[config.mk]
export PLATFORM = sky130hd
export DESIGN_NAME = nco_phase_gen_flat
export DESIGN_NICKNAME = d
export VERILOG_FILES = /design/src/rtl/nco_pkg.sv /design/src/rtl/nco_phase_gen_if.sv /design/src/rtl/nco_ftw_loader.sv /design/src/rtl/nco_phase_gen.sv /design/src/flat_wrapper.sv
export SDC_FILE = /design/constraint.sdc
export NUM_CORES = 1
export LEC_CHECK = 0
export BUFFER_PORTS_ARGS = -buffer_cell sky130_fd_sc_hd__buf_2
export CELL_PAD_IN_SITES_DETAIL_PLACEMENT = 1
export CELL_PAD_IN_SITES_GLOBAL_PLACEMENT = 2
export CORE_ASPECT_RATIO = 0.5
export CORE_UTILIZATION = 36
export CTS_BUF_LIST = sky130_fd_sc_hd__clkbuf_4 sky130_fd_sc_hd__clkbuf_8
export CTS_CLUSTER_SIZE = 20
export DETAILED_ROUTE_END_ITERATION = 12
export PLACE_DENSITY_LB_ADDON = 0.1
export RECOVER_POWER = 25
export SYNTH_ARGS = -nofsm -noshare
export SYNTH_HDL_FRONTEND = slang
export SYNTH_HIERARCHICAL = 1
export SYNTH_SLANG_ARGS = --single-unit
[constraint.sdc]
create_clock -name clk -period 3.85 [get_ports clk]
set_input_delay 0.77 -clock clk [delete_from_list [all_inputs] [get_ports clk]]
set_output_delay 0.77 -clock clk [all_outputs]
set_load 0.1 [all_outputs]
[src/rtl/nco_pkg.sv]
// Shared constants, load FSM states and arithmetic helpers for the NCO.
// The sweep helper is only referenced when NCO_SWEEP_EN is defined.
package nco_pkg;

    localparam int ACC_W_DEF   = 16;
    localparam int PHASE_W_DEF = 8;

    typedef enum logic {
        S_LOAD  = 1'b0,
        S_APPLY = 1'b1
    } ld_state_e;

    // Unsigned add clamped to max; operands are zero-extended by the caller.
    function automatic logic [63:0] sat_add(
        input logic [63:0] a,
        input logic [63:0] b,
        input logic [63:0] max
    );
        logic [64:0] s;
        s = {1'b0, a} + {1'b0, b};
        return (s > {1'b0, max}) ? max : s[63:0];
    endfunction

endpackage

[src/rtl/nco_phase_gen_if.sv]
// Byte-wide valid/ready load port carrying the tuning word, LSB byte first.
interface nco_phase_gen_if;

    logic       load_valid;
    logic [7:0] load_data;
    logic       load_ready;

    modport master (
        output load_valid,
        output load_data,
        input  load_ready
    );

    modport slave (
        input  load_valid,
        input  load_data,
        output load_ready
    );

endinterface

[src/rtl/nco_ftw_loader.sv]
// Assembles the tuning word from load bytes into a shadow register and
// issues a one-cycle commit, either immediately or at an accumulator wrap.
module nco_ftw_loader
    import nco_pkg::*;
#(
    parameter int NBYTES = 2
) (
    input  logic                clk,
    input  logic                rst_n,
    input  logic                load_valid,
    input  logic [7:0]          load_data,
    input  logic                apply_sync,
    input  logic                carry,
    output logic                load_ready,
    output logic                commit,
    output logic [8*NBYTES-1:0] shadow
);

    localparam int IDX_W = (NBYTES > 1) ? $clog2(NBYTES) : 1;

    ld_state_e           state_q, state_d;
    logic [IDX_W-1:0]    idx_q, idx_d;
    logic [8*NBYTES-1:0] shadow_q, shadow_d;

    always_ff @(posedge clk) begin
        if (!rst_n) begin
            state_q  <= S_LOAD;
            idx_q    <= '0;
            shadow_q <= '0;
        end else begin
            state_q  <= state_d;
            idx_q    <= idx_d;
            shadow_q <= shadow_d;
        end
    end

    always_comb begin
        state_d    = state_q;
        idx_d      = idx_q;
        shadow_d   = shadow_q;
        commit     = 1'b0;
        load_ready = 1'b0;
        unique case (state_q)
            S_LOAD: begin
                load_ready = 1'b1;
                if (load_valid) begin
                    for (int i = 0; i < NBYTES; i++) begin
                        if (idx_q == IDX_W'(i)) begin
                            shadow_d[8*i +: 8] = load_data;
                        end
                    end
                    if (idx_q == IDX_W'(NBYTES - 1)) begin
                        idx_d   = '0;
                        state_d = S_APPLY;
                    end else begin
                        idx_d = idx_q + IDX_W'(1);
                    end
                end
            end
            S_APPLY: begin
                // Holding here with en low and apply_sync high is intentional.
                if (!apply_sync || carry) begin
                    commit  = 1'b1;
                    state_d = S_LOAD;
                end
            end
            default: state_d = S_LOAD;
        endcase
    end

    assign shadow = shadow_q;

endmodule

[src/rtl/nco_phase_gen.sv]
// NCO phase accumulator with byte-loaded tuning word and registered phase.
// Optional NCO_SWEEP_EN adds a saturating per-wrap tuning-word sweep.
module nco_phase_gen
    import nco_pkg::*;
#(
    parameter int ACC_W   = ACC_W_DEF,
    parameter int PHASE_W = PHASE_W_DEF
) (
    input  logic               clk,
    input  logic               rst_n,
    input  logic               en,
    input  logic               phase_reset,
    nco_phase_gen_if.slave     ld,
    input  logic               apply_sync,
`ifdef NCO_SWEEP_EN
    input  logic [7:0]         sweep_step,
`endif
    output logic [PHASE_W-1:0] phase_out,
    output logic               phase_valid,
    output logic               wrap,
    output logic [ACC_W-1:0]   ftw_out
);

    localparam int NBYTES = ACC_W / 8;

    logic [ACC_W-1:0]   acc_q, acc_d;
    logic [ACC_W-1:0]   ftw_q, ftw_d;
    logic [PHASE_W-1:0] phase_q, phase_d;
    logic               wrap_q, wrap_d;
    logic               vld1_q, vld1_d;
    logic               pvld_q, pvld_d;

    logic [ACC_W:0]     sum;
    logic               carry;
    logic               commit;
    logic               ready;
    logic [ACC_W-1:0]   shadow;

    nco_ftw_loader #(
        .NBYTES(NBYTES)
    ) u_loader (
        .clk       (clk),
        .rst_n     (rst_n),
        .load_valid(ld.load_valid),
        .load_data (ld.load_data),
        .apply_sync(apply_sync),
        .carry     (carry),
        .load_ready(ready),
        .commit    (commit),
        .shadow    (shadow)
    );

    assign ld.load_ready = ready;

`ifdef NCO_SWEEP_EN
    localparam logic [63:0] ACC_MAX =
        (ACC_W >= 64) ? '1 : ((64'd1 << ACC_W) - 64'd1);
    logic [ACC_W-1:0] ftw_swept;
    assign ftw_swept =
        ACC_W'(sat_add(64'(ftw_q), 64'(sweep_step), ACC_MAX));
`endif

    always_ff @(posedge clk) begin
        if (!rst_n) begin
            acc_q   <= '0;
            ftw_q   <= '0;
            phase_q <= '0;
            wrap_q  <= 1'b0;
            vld1_q  <= 1'b0;
            pvld_q  <= 1'b0;
        end else begin
            acc_q   <= acc_d;
            ftw_q   <= ftw_d;
            phase_q <= phase_d;
            wrap_q  <= wrap_d;
            vld1_q  <= vld1_d;
            pvld_q  <= pvld_d;
        end
    end

    always_comb begin
        sum    = {1'b0, acc_q} + {1'b0, ftw_q};
        acc_d  = acc_q;
        wrap_d = 1'b0;
        carry  = 1'b0;
        if (phase_reset) begin
            acc_d = '0;
        end else if (en) begin
            acc_d  = sum[ACC_W-1:0];
            carry  = sum[ACC_W];
            wrap_d = sum[ACC_W];
        end
        // Phase trails the accumulator by one register stage.
        phase_d = acc_q[ACC_W-1 -: PHASE_W];
        vld1_d  = en | phase_reset;
        pvld_d  = vld1_q;
        ftw_d   = ftw_q;
        if (commit) begin
            ftw_d = shadow;
        end
`ifdef NCO_SWEEP_EN
        else if (carry && ready) begin
            ftw_d = ftw_swept;
        end
`endif
    end

    assign phase_out   = phase_q;
    assign phase_valid = pvld_q;
    assign wrap        = wrap_q;
    assign ftw_out     = ftw_q;

endmodule

[src/flat_wrapper.sv]
// flat-port wrapper written by rule: the top's interface ports become plain ports
module nco_phase_gen_flat import nco_pkg::*;
#(
    parameter int ACC_W   = ACC_W_DEF,
    parameter int PHASE_W = PHASE_W_DEF
)
  (clk, rst_n, en, phase_reset, apply_sync, phase_out, phase_valid, wrap, ftw_out, ld_load_valid, ld_load_data, ld_load_ready);
  nco_phase_gen_if ld_i ();
  input  logic clk;
  input  logic rst_n;
  input  logic en;
  input  logic phase_reset;
  input  logic apply_sync;
  output logic [PHASE_W-1:0] phase_out;
  output logic phase_valid;
  output logic wrap;
  output logic [ACC_W-1:0] ftw_out;
  input wire logic [$bits(ld_i.load_valid)-1:0] ld_load_valid;
  input wire logic [$bits(ld_i.load_data)-1:0] ld_load_data;
  output wire logic [$bits(ld_i.load_ready)-1:0] ld_load_ready;
  assign ld_i.load_valid = ld_load_valid;
  assign ld_i.load_data = ld_load_data;
  assign ld_load_ready = ld_i.load_ready;
  nco_phase_gen #(.ACC_W(ACC_W), .PHASE_W(PHASE_W)) u_core (.clk(clk), .rst_n(rst_n), .en(en), .phase_reset(phase_reset), .ld(ld_i), .apply_sync(apply_sync), .phase_out(phase_out), .phase_valid(phase_valid), .wrap(wrap), .ftw_out(ftw_out));
endmodule
# Word level (Yosys, flattened, before mapping)
# Cells that the tools add are included.
# word_totals
register_bits	61
input_bits	14
out_inout_bits	27
word_cells	32
# classes
addsub	2
n_mux	10
bitwise_logic	4
reduce_logical	6
# op_table
cell	n
$add A16 B16 Y17	1
$mux W1	9
$reduce_and A3 Y1	2
$not A1 Y1	3
$pmux W1 S2	1
$reduce_and A2 Y1	1
$reduce_or A2 Y1	1
$add A1 B1 Y1 const B	1
$logic_not A1 Y1	1
$logic_or A1 B1 Y1	1
$or A1 B1 Y1	1

# Longest topological paths before layout
# logic_depth
word_depth	6
ltp_mapped	13

# By module
# The synthesis kept the hierarchy.
# by_module_without_submodules
mod	instances	cells_per_inst	area_per_inst_um2	seq_area_each_um2
nco_phase_gen	1	266	2384.8	860.8
nco_ftw_loader	1	74	679.4	360.3

# Least setup slack after synthesis
# No wires, ideal clock.
# synth_timing
kind	flip-flop to flip-flop
startpoint	register u_core.ftw_q[0], in the netlist u_core/ftw_out[0]
endpoint	register u_core.ftw_q[10], in the netlist u_core/ftw_out[10]
arrival_time_ns	3.397
required_time_ns	3.730
slack_ns	0.333
stages_incl_launch_ff	14
path_buffers	2
synth_period_minus_slack_ns	3.517
cell_sequence	dfxtp_1 -> ha_1 -> fa_1 -> a211oi_2 -> o21ai_2 -> a211o_1 -> a2111oi_2 -> nor4_1 -> inv_1 -> a21oi_1 -> clkbuf_1 -> buf_2 -> mux2i_1 -> nor2b_1
# synth_via
elab_chain_len	6
# synth_lines
element	line	text
start: declaration	nco_phase_gen.sv:27	logic [ACC_W-1:0] ftw_q, ftw_d;
start signal: assignment	nco_phase_gen.sv:73	ftw_q <= ftw_d;
$add A16 B16 Y17	nco_phase_gen.sv:82	sum = {1'b0, acc_q} + {1'b0, ftw_q};
$mux W1	nco_phase_gen.sv:88	end else if (en) begin
$mux W1	nco_phase_gen.sv:86	if (phase_reset) begin
net u_core.carry	nco_phase_gen.sv:34	logic carry;
$logic_or A1 B1 Y1	nco_ftw_loader.sv:62	if (!apply_sync || carry) begin
$mux W1	nco_ftw_loader.sv:62	
$mux W1	nco_ftw_loader.sv:43	unique case (state_q)
net u_core.commit	nco_phase_gen.sv:35	logic commit;
# The timed path passes the listed nets, and every way through them passes these cells.
# A chain may end at the register's enable or synchronous reset.

# Worst setup path after layout
# layout_timing
startpoint	register u_core.ftw_q[0], in the netlist u_core/ftw_out[0]
endpoint	register u_core.ftw_q[14], in the netlist u_core/ftw_out[14]
# The elaborated chain is that of the path after synthesis.

==> flow_summary.rst <==
.. list-table::
   :header-rows: 1

   * - Metric
     - Value
   * - Endpoint arrival time on the critical path
     - 3210 ps
   * - Layout overhead on the synthesized area
     - 16.7%
   * - Clk sinks
     - 61
   * - GRT overflow
     - 0
   * - Sum of negative setup slack
     - 0 ps
   * - Ys async rst share
     - 0
   * - Critical path capture point type
     - register
   * - Min cycle time layout
     - 2990 ps
   * - Net count after synthesis
     - 371
   * - Post-Layout Cell Count
     - 493
   * - Synth area leaders
     - dfxtp_1 (40%), ha_1 (6.5%), mux2i_1 (6.5%), nand3_1 (4.7%), nor2b_1 (3.7%)
   * - Nature of the critical path startpoint
     - register
   * - Via density per instance
     - 5.38
   * - Number of placement rows
     - 23
   * - Final Net Count
     - 408
   * - Cell taking the most area after synthesis
     - dfxtp_1
   * - Worst-case headroom to the max-slew limit
     - -0.315
   * - Total die area
     - 8910 um^2
   * - Data required time of the worst path
     - 4070 ps
   * - Cell area after synthesis
     - 3060 um^2
   * - Most used standard cell by instance count after synthesis
     - dfxtp_1
   * - Sequential-to-total area share from yosys stat
     - 0.399
   * - Resized Gates After CTS
     - 0
   * - Synthesized area divided by synthesized cell count
     - 9.01 um^2
   * - Count of mapped cells out of synthesis
     - 340
   * - Worst skew pair latency
     - 340 ps
   * - Clock edge transition at the registers on the reported setup and hold paths
     - 70 ps
   * - Vias
     - 2650
   * - Hold Buf Count CTS
     - 0
   * - Synth top area share
     - 0.399
   * - CTS tree
     - built
   * - Share of cells above drive strength 1
     - 0.192
   * - Violated checks
     - capacitance limit, slew limit
   * - HPWL after detailed placement
     - 6420 um
   * - Clock buffer depth
     - 2
   * - Leakage Power
     - 1.47 nW
   * - Cell variety after synth
     - 51
   * - Setup Crit Path Kind
     - reg -> reg
   * - I/O Pins
     - 41
   * - Clock root cell
     - clkbuf_8
   * - Count of port buffers added during placement
     - 40
   * - Ys Warns
     - 6
   * - Post-layout power
     - 1.40 mW
   * - Highest Clock Rate
     - 334 MHz
   * - ANT cells
     - 0
   * - Post-synth EDFFs
     - 0
   * - Worst-case vdd ir drop
     - 0.000154 V
   * - Routed len/inst
     - 17.4 um
   * - Final-report hold violation count
     - 0
   * - PwrDens
     - 392 nW/um^2
   * - Result of the run
     - complete, but fails checks
   * - Post-CTS Setup Repair Bufs
     - 0
   * - H-tree level count
     - 3
   * - CP max-delay cell
     - fa_1
   * - Max-Cap Viols
     - 1
   * - Most numerous cell types in the synthesized netlist
     - dfxtp_1 (61), nand3_1 (29), nand2_1 (23), mux2i_1 (20)
   * - Final-report setup violation count
     - 0
   * - Highest fanout seen on the critical path
     - 16
   * - Main flop type after synthesis
     - dfxtp_1
   * - Iteration-0 DRC Markers
     - 175
   * - Global-route usage over all layers
     - 0.205
   * - Number of remaining DRC errors
     - 0
   * - Total core area
     - 8120 um^2
   * - Iteration count of the initial detailed-routing pass
     - 5
   * - Initial antenna violation count
     - 0
   * - GP Congestion
     - 0.784
   * - Fin. max-slew vios
     - 53
   * - Critical path's largest stage delay
     - 440 ps
   * - Initial Util
     - 0.378
   * - Height of the chip
     - 67.2 um
   * - Final period util
     - 0.777
   * - Worst clock skew
     - 10.1 ps
   * - Min-Delay Path Class
     - reg -> reg
   * - Antenna viol nets, final
     - 0
   * - Pin count of the biggest net entering global routing
     - 53
   * - TritonCTS buffer count
     - 9
   * - FF+latch count, synth
     - 61
   * - Critical-path cell list
     - ha_1 -> fa_1 -> a211oi_2 -> o21ai_2 -> a211o_1 -> a2111oi_2 -> nor4_1 -> inv_1 -> a21oi_2 -> buf_4 -> mux2i_1 -> nor2b_1
   * - Slew at the pin closest to its max-slew limit
     - 1970 ps
   * - Unrepaired setup endpoints after global routing
     - false
   * - Wire length of the first global-routing pass
     - 13800 um
   * - Routed Wire Length
     - 8560 um
   * - Number of global-route vias before repair
     - 2640
   * - Placed insts
     - 478
   * - Width of the chip
     - 132 um
[layer usage]
metal  up-vias  routed length, um  track usage
met1      1278               4500        0.274
met2        53               3710        0.324
met5         -                  0            0
met4         0                 34       0.0819
li1       1315                  -            -
met3         4                314       0.0473
[layout make-up]
| type | count | area (um^2) |
|---|---|---|
| multi-input combinational | 254 | 1740 |
| sequential | 61 | 1220 |
| clock buffer | 12 | 159 |
| inverter | 7 | 26.3 |
| fill | 982 | 4540 |
| clock inverter | 3 | 68.8 |
| tap | 112 | 140 |
| timing repair buffer | 44 | 224 |
[cells in the final DEF (no fill, tap or decap), types with 3 or more instances in the layout]
| master | instances |
|---|---|
| a211o_1 | 4 |
| a211oi_1 | 5 |
| a21o_1 | 6 |
| a21oi_1 | 15 |
| and2_1 | 7 |
| buf_2 | 38 |
| buf_4 | 3 |
| clkbuf_1 | 3 |
| clkbuf_8 | 11 |
| dfxtp_1 | 61 |
| ha_1 | 16 |
| inv_1 | 6 |
| mux2i_1 | 20 |
| nand2_1 | 23 |
| nand2b_1 | 3 |
| nand3_1 | 29 |
| nand4_1 | 3 |
| nor2_1 | 18 |
| nor2b_1 | 18 |
| nor3_1 | 11 |
| o21a_1 | 3 |
| o21ai_0 | 18 |
| o21ai_2 | 10 |
| o21bai_1 | 3 |
| or4_1 | 3 |
[sequential cells by signal, summed over array words and instances (netlist names)]
register	cells
u_core/u_loader/state_q	1
u_core/u_loader/shadow	16
u_core/phase_out	8
u_core/ftw_out	16
u_core/u_loader/idx_q	1
u_core/phase_valid	1
u_core/wrap	1
u_core/acc_q	16
u_core/pvld_d	1
[cell families after synthesis]
| logic type | after synthesis | synth area share |
|---|---|---|
| buf+inv | 25 | 0.0347 |
| simple gates | 132 | 0.233 |
| xor+xnor | 2 | 0.00572 |
| mux | 20 | 0.0653 |
| compound gates | 83 | 0.191 |
| flops | 61 | 0.399 |
| fa+ha+maj | 17 | 0.0719 |
[worst paths after layout]
check	depth (start not counted)	endpoint	start	slack, ps
worst max-delay path	12	u_core/ftw_out[14]	u_core/ftw_out[0]	860
worst max register to register	12	u_core/ftw_out[14]	u_core/ftw_out[0]	860
worst min-delay path	1	u_core/phase_valid	u_core/pvld_d	440
worst min register to register	1	u_core/phase_valid	u_core/pvld_d	440
[where the power goes]
group          total (mW)  switching, mW  internal [mW]
registers           0.652        0.00813          0.644
clock network       0.660          0.256          0.405
logic              0.0875         0.0620         0.0255
total                1.40          0.326           1.07
[worst max-delay path, delay by kind of cell (launching register included)]
family,cells,cell delay [ps]
multiplexers,1,180
AO/OA/AOI/OAI,5,1170
flip-flops,1,330
adder cells (fa/ha/maj),2,670
AND/OR/NAND/NOR,2,180
buffers and inverters,2,330
[per-stage QoR]
stage | hold slack [ps] | util | setup slack, ps | instance area (um^2)
floorplan | 412 | - | 333 | 3060
global placement | 412 | 0.414 | 990 | 3360
detailed placement | 428 | 0.414 | 885 | 3360
CTS | 445 | 0.442 | 852 | 3590
global route | 456 | 0.441 | 659 | 3580
finish | 438 | 0.441 | 860 | 3580
Power figures use the tool's default switching activity.
